## config.mk

```make
export PLATFORM = sky130hd
export DESIGN_NAME = adc_capture
export DESIGN_NICKNAME = d
export VERILOG_FILES = /design/src/rtl/dds_pkg.sv /design/src/rtl/capture_ram.sv /design/src/rtl/adc_capture.sv
export SDC_FILE = /design/constraint.sdc
export NUM_CORES = 2
export LEC_CHECK = 0
export ABC_CLOCK_PERIOD_IN_PS = 8000
export CAP_MARGIN = 30
export CORE_MARGIN = 5
export CORE_UTILIZATION = 25
export DETAILED_ROUTE_END_ITERATION = 7
export REMOVE_ABC_BUFFERS = 1
export SLEW_MARGIN = 25
export SYNTH_ARGS = -nofsm -noshare
export SYNTH_HDL_FRONTEND = slang
export SYNTH_SLANG_ARGS = --single-unit
```

## constraint.sdc

```tcl
create_clock -name sys_clk -period 8 [get_ports sys_clk]
set_input_delay 1.6 -clock sys_clk [delete_from_list [all_inputs] [get_ports sys_clk]]
set_output_delay 1.6 -clock sys_clk [all_outputs]
set_load 0.02 [all_outputs]
```

## src/rtl/dds_pkg.sv

```systemverilog
// dds_pkg: shared sample width, capture FSM states and trigger edge encoding.
package dds_pkg;

    localparam int DATA_W = 10;

    typedef enum logic [1:0] {
        IDLE,
        ARMED,
        CAPTURE,
        DONE
    } state_e;

    localparam logic EDGE_RISE = 1'b0;
    localparam logic EDGE_FALL = 1'b1;

endpackage

```

## src/rtl/capture_ram.sv

```systemverilog
// capture_ram: simple dual-port record memory, synchronous read with enable.
module capture_ram #(
    parameter int DATA_W = 10,
    parameter int ADDR_W = 8
) (
    input  logic              clk_i,
    input  logic              rst_i,
    input  logic              wr_en_i,
    input  logic [ADDR_W-1:0] wr_addr_i,
    input  logic [DATA_W-1:0] wr_data_i,
    input  logic              rd_en_i,
    input  logic [ADDR_W-1:0] rd_addr_i,
    output logic [DATA_W-1:0] rd_data_o
);

    logic [DATA_W-1:0] mem_q [2**ADDR_W];
    logic [DATA_W-1:0] rd_data_q;

    always_ff @(posedge clk_i) begin
        if (wr_en_i) mem_q[wr_addr_i] <= wr_data_i;
    end

    // Only the output register is reset; the array stays free of reset so it maps to block RAM.
    always_ff @(posedge clk_i or posedge rst_i) begin
        if (rst_i) rd_data_q <= '0;
        else if (rd_en_i) rd_data_q <= mem_q[rd_addr_i];
    end

    assign rd_data_o = rd_data_q;

endmodule

```

## src/rtl/adc_capture.sv

```systemverilog
// adc_capture: ADC clock divider, sampler, level-crossing trigger and record capture FSM.
module adc_capture #(
    parameter int DATA_W  = dds_pkg::DATA_W,
    parameter int ADC_DIV = 4,
    parameter int ADDR_W  = 8,
    parameter int DEPTH   = 256
) (
    input  logic              sys_clk,
    input  logic              sys_rst,
    input  logic [DATA_W-1:0] adc_data,
    output logic              adc_clk,
    input  logic              arm,
    input  logic              force_trig,
    input  logic [DATA_W-1:0] trig_level,
    input  logic              trig_edge,
    output logic              busy,
    output logic              done,
    input  logic              rd_en,
    input  logic [ADDR_W-1:0] rd_addr,
    output logic [DATA_W-1:0] rd_data
);

    import dds_pkg::*;

    localparam int DIV_W = (ADC_DIV > 2) ? $clog2(ADC_DIV) : 1;

    logic [DIV_W-1:0]  div_cnt_q, div_cnt_d;
    logic              adc_clk_q, adc_clk_d;
    logic [DATA_W-1:0] samp_q, samp_d;
    logic              samp_vld_q, samp_vld_d;
    logic [DATA_W-1:0] prev_q, prev_d;
    logic              prev_vld_q, prev_vld_d;
    logic [ADDR_W-1:0] wr_addr_q, wr_addr_d;
    state_e            state_q, state_d;
    logic              div_mid, div_last, trig, wr_en;

    always_ff @(posedge sys_clk or posedge sys_rst) begin
        if (sys_rst) begin
            div_cnt_q  <= '0;
            adc_clk_q  <= 1'b0;
            samp_q     <= '0;
            samp_vld_q <= 1'b0;
            prev_q     <= '0;
            prev_vld_q <= 1'b0;
            wr_addr_q  <= '0;
            state_q    <= IDLE;
        end else begin
            div_cnt_q  <= div_cnt_d;
            adc_clk_q  <= adc_clk_d;
            samp_q     <= samp_d;
            samp_vld_q <= samp_vld_d;
            prev_q     <= prev_d;
            prev_vld_q <= prev_vld_d;
            wr_addr_q  <= wr_addr_d;
            state_q    <= state_d;
        end
    end

    // Data is taken on the same edge that raises adc_clk, half a period after the ADC launched it.
    always_comb begin
        div_mid    = div_cnt_q == DIV_W'(ADC_DIV / 2 - 1);
        div_last   = div_cnt_q == DIV_W'(ADC_DIV - 1);
        div_cnt_d  = div_last ? '0 : div_cnt_q + 1'b1;
        adc_clk_d  = div_mid ? 1'b1 : div_last ? 1'b0 : adc_clk_q;
        samp_d     = div_mid ? adc_data : samp_q;
        samp_vld_d = div_mid;
    end

    always_comb begin
        trig = force_trig || (prev_vld_q &&
               ((trig_edge == EDGE_RISE && prev_q < trig_level && samp_q >= trig_level) ||
                (trig_edge == EDGE_FALL && prev_q > trig_level && samp_q <= trig_level)));
        state_d    = state_q;
        prev_d     = prev_q;
        prev_vld_d = prev_vld_q;
        wr_addr_d  = wr_addr_q;
        wr_en      = 1'b0;
        case (state_q)
            IDLE, DONE: begin
                if (arm) begin
                    state_d    = ARMED;
                    prev_vld_d = 1'b0;
                    wr_addr_d  = '0;
                end
            end
            ARMED: begin
                if (samp_vld_q && trig) begin
                    wr_en     = 1'b1;
                    wr_addr_d = ADDR_W'(1);
                    state_d   = CAPTURE;
                end else if (samp_vld_q) begin
                    prev_d     = samp_q;
                    prev_vld_d = 1'b1;
                end
            end
            CAPTURE: begin
                if (samp_vld_q) begin
                    wr_en     = 1'b1;
                    wr_addr_d = wr_addr_q + 1'b1;
                    state_d   = (wr_addr_q == ADDR_W'(DEPTH - 1)) ? DONE : CAPTURE;
                end
            end
            default: state_d = IDLE;
        endcase
    end

    assign adc_clk = adc_clk_q;
    assign busy    = state_q == ARMED || state_q == CAPTURE;
    assign done    = state_q == DONE;

    capture_ram #(
        .DATA_W(DATA_W),
        .ADDR_W(ADDR_W)
    ) u_ram (
        .clk_i    (sys_clk),
        .rst_i    (sys_rst),
        .wr_en_i  (wr_en),
        .wr_addr_i(wr_addr_q),
        .wr_data_i(samp_q),
        .rd_en_i  (rd_en),
        .rd_addr_i(rd_addr),
        .rd_data_o(rd_data)
    );

endmodule

```

==> implementation parameters <==
Parameter                              Value

Clocking
  Post-CTS clock slew at the launch and capture registers of the worst setup and hold paths    roughly 0.060 ns
  Number of resized instances in the post-cts repair step    0
  # hold bufs at CTS    0
  Number of H-tree branching levels    5
  Buffer depth of the longest clock path    4
  Clock root buffer master    clkbuf_16
  Number of clock sinks    2,605
  Number of buffers added for setup after CTS    0
  Worst-skew pair later-pin latency    a little under 0.9 ns
  Clock tree from TritonCTS    built
  Total CTS buffers    between 200 and 300

STA
  Final WS setup    between 2 and 2.5 ns
  Worst Tran Pin Value    about 1.1 ns
  RSZ-0062 raised after global routing    false
  Maximum clock frequency    ~0.17 GHz
  Number of pins exceeding their max-slew limit in the final report    0
  Final hold violation count    0
  Relative slew slack    between 20 and 25%
  Clock Skews    slightly above 0.09 ns
  Final min period    5.85 ns
  Final Cycle Share    approximately 73%
  Endpoints failing setup    0

Worst hold path
  Min-delay src    div_cnt_q[0]
  Hold/Removal Path Class    reg -> reg

Power
  Portion of total power attributed to combinational logic    5.7%
  Power density of the placed cells    between 200 and 250 mW/mm²
  Switching power share of the total    between 20% and 30%
  Switching power of the nets    between 6000 and 7000 µW
  Proportion of power drawn by the clock network    a little over two fifths
  Largest voltage drop on the vdd net    roughly 150 µV
  Leakage power figure    0.0362 µW
  Power Internal    approximately 23,000 µW
  Sequential share of power    between 50% and 60%

Outcome
  Outcome    finished clean

Yosys
  Synthesized netlist cell count    around 4,700
  Count of warnings emitted by yosys    0
  Post-synthesis cell type count    54
  Register area share after synthesis    between 70% and 80%
  Count of flip-flops with a built-in enable after synthesis    between 2,000 and 3,000
  Synth area leader    edfxtp_1
  Biggest area contributors in the synthesized netlist    edfxtp_1 76%, mux4_2 13%, mux2i_1 2.4%, dfrtp_1 1.1%, nor3_1 1.1%
  Dominant combinational cell family by area after synthesis    multiplexers
  Simple-Gate Fraction of Synth Area    ~2.7%
  Complex-gate fraction of the synthesized area    about 2.3%
  Flop and latch count out of synthesis    about 2,600
  Area share of fa/ha/maj cells after synthesis    less than 1%
  Post-synth ARST share    1.73%
  Main flop type after synthesis    edfxtp_1
  Area share of xor/xnor cells in the synthesized design    0%
  Synth Cell Area    around 0.1 mm²
  Mux contribution to synthesized area    between 10% and 20%
  Yosys top cell area share    between 70 and 80%
  Average size of a mapped cell    between 20 and 25 µm²

Critical path
  Crit path kind    in -> reg
  Endpoint required time on the critical path    8.57 ns
  CP Capture Type    flip-flop
  Arrival time at the worst endpoint    between 6 and 7 ns
  Most common cell type on the critical path    buf_4
  Critical Path, Cell by Cell    clkdlybuf4s50_1, inv_1, ha_1, a211oi_1, o21ai_1, a221oi_2, a21boi_1, nor3_1, o41ai_4, buf_4, buf_4, nor3_1, buf_4
  Worst Setup SP    trig_level[5]
  Highest fanout seen on the critical path    49
  FF-to-FF Start    samp_q[7]
  Maximum single-stage delay on the critical path    0.89 ns
  Critical-path cell with the highest stage delay    o41ai_4
  Critical path startpoint category    primary input

Final layout
  Area occupied by multi-input gates    approximately 0.022 mm²
  Area of all sequential standard cells    ~0.078 mm²
  Area overhead of the layout relative to synthesis    16.6%
  Total Nets Final    just over 5,000
  Fill count    39,107
  Fraction of layout cells with a size suffix above 1    between 20% and 30%
  Final Non-Filler Cells    roughly 11,000

Routing
  Residual DRC count    0
  Routed length per instance    approximately 25 µm
  DRT Pass-1 Iters    6
  Post-DRT Antenna Nets    0
  Detail-routed via count per cell    4.70
  Starting DRT DRC Count    roughly 5,800
  Total number of vias    50,189
  Wire length reported by the detailed router    roughly 270,000 µm

Die
  Core region area    between 0.4 and 0.5 mm²
  Die height    647 µm
  Site Rows    roughly 230
  IO Count    47
  Die Wd    between 600 and 700 µm
  Starting density of the core    between 20 and 30%
  Area of the die    roughly 0.42 mm²

Placement
  Detailed-placement wirelength estimate    168,000 µm
  DP Cell Count    roughly 10,000
  RePlAce Congestion    around 0.87
  Pre-CTS setup slack    around 1.5 ns
  Number of buffers added on ports    46

Global route
  Initial antenna violation count    11
  Global-route wire length before repair    around 380,000 µm
  Largest net degree at the start of global routing    between 100 and 150
  Global router's overall resource usage    approximately an eighth
  Vias in the first global route    50,889
  Global route total overflow    0

Run
  Number of max-cap violations    0
[power by group through the flow]
stage / combinational (µW) / clock, µW / sequential [µW]
floorplan: 668 / 0 / 15500
global placement: 1610 / 0 / 15400
detailed placement: 1630 / 0 / 15400
CTS: 1630 / 12300 / 15100
global route: 1720 / 12900 / 15100
finish: 1640 / 12100 / 15100
[worst max-delay path: cells and delay by family]
family | cells | cell delay [ns]
adders and majority gates | 1 | 0.32
buffers and inverters | 5 | 1.91
and+or+nand+nor | 2 | 0.50
AOI/OAI and AO/OA | 5 | 2.02
[cell families (layout without fill, tap and decap cells)]
kind of cell | Yosys count | after routing
fa+ha+maj | 29 | 29
other cells | 0 | 6
buf+inv | 318 | 831
compound gates | 346 | 346
flops | 2605 | 2605
mux | 871 | 871
simple gates | 573 | 573
[sequential cells by signal, summed over array words and instances, names as in the netlist]
name,flops
adc_clk,1
div_cnt_q,2
prev_q,10
prev_vld_q,1
samp_q,10
samp_vld_q,1
state_q,2
u_ram.mem_q,2560
u_ram.rd_data_o,10
wr_addr_q,8
[final timing paths]
check,end,slack [ns],cells past startpoint
setup / recovery,u_ram.mem_q[22][5],2.15,13
hold / removal,div_cnt_q[0],0.47,1
setup reg to reg,u_ram.mem_q[22][5],2.48,11
hold reg to reg,div_cnt_q[0],0.47,1
max in group asynchronous,samp_q[4],6.02,3
min in group asynchronous,samp_q[2],1.31,3
[synthesized netlist by cell type, types with 19 or more instances]
cell	instances
dfrtp_1	45
a21oi_1	41
buf_2	76
nor3_1	215
nand3_1	34
o21ai_0	28
clkbuf_1	100
nand2b_1	22
mux2i_1	247
a22oi_1	58
o211ai_1	19
inv_1	29
mux2_2	19
buf_6	25
a211oi_1	41
ha_1	29
mux4_2	605
nor2_1	141
edfxtp_1	2560
o22ai_1	95
nand2_1	81
buf_4	71
[per-layer routing]
layer / GRT usage (%) / wire, µm / up-vias
met5: 0 / 26 / -
met4: 4.19 / 9450 / 4
met3: 2.56 / 22300 / 452
met2: 20.0 / 128000 / 2384
met1: 16.8 / 110000 / 26740
li1: - / - / 20609
[stage by stage]
stage | hold WS [ns] | total power [µW] | TNS [ns] | util (%) | cell area, µm²
2_1_floorplan | 0.430 | 16200 | -7789.60 | - | 99900
3_3_place_gp | 0.443 | 17000 | 0 | 26.9 | 109000
3_5_place_dp | 0.455 | 17100 | 0 | 27.1 | 110000
4_1_cts | 0.475 | 29100 | 0 | 29.1 | 118000
5_1_grt | 0.484 | 29800 | 0 | 29.2 | 118000
6_report | 0.471 | 28900 | 0 | 29.2 | 118000
[cells in the final DEF, fill, tap and decap left out, types with 28 or more instances in the layout]
master           netlist  final
mux4_2               605    605
clkdlybuf4s50_1        0     40
mux2i_1              247    247
clkinv_1               1     65
nand2_1               81     75
a21oi_1               41     41
nor3_2                 1     70
edfxtp_1            2560   2560
buf_4                 71    249
ha_1                  29     29
nor3_1               215    142
clkbuf_1             100     50
nand3_1               34     33
dfrtp_1               45     35
clkinv_2               0     44
a211oi_1              41     41
nor2_1               141    138
o22ai_1               95     95
clkbuf_16              0    279
inv_1                 29     28
a22oi_1               58     58
o21ai_0               28     28
[area by class of cell]
type / instances / share of cell area, %
flip-flops and latches: 2605 / 65.9
multi-input cells: 1819 / 18.8
well taps: 5428 / 5.73
diodes: 6 / 0.0127
inverters: 30 / 0.0951
clock inverters: 151 / 1.06
clock buffers: 329 / 6.05
repair buffers: 321 / 2.35
(Power assumes the default switching activity.)
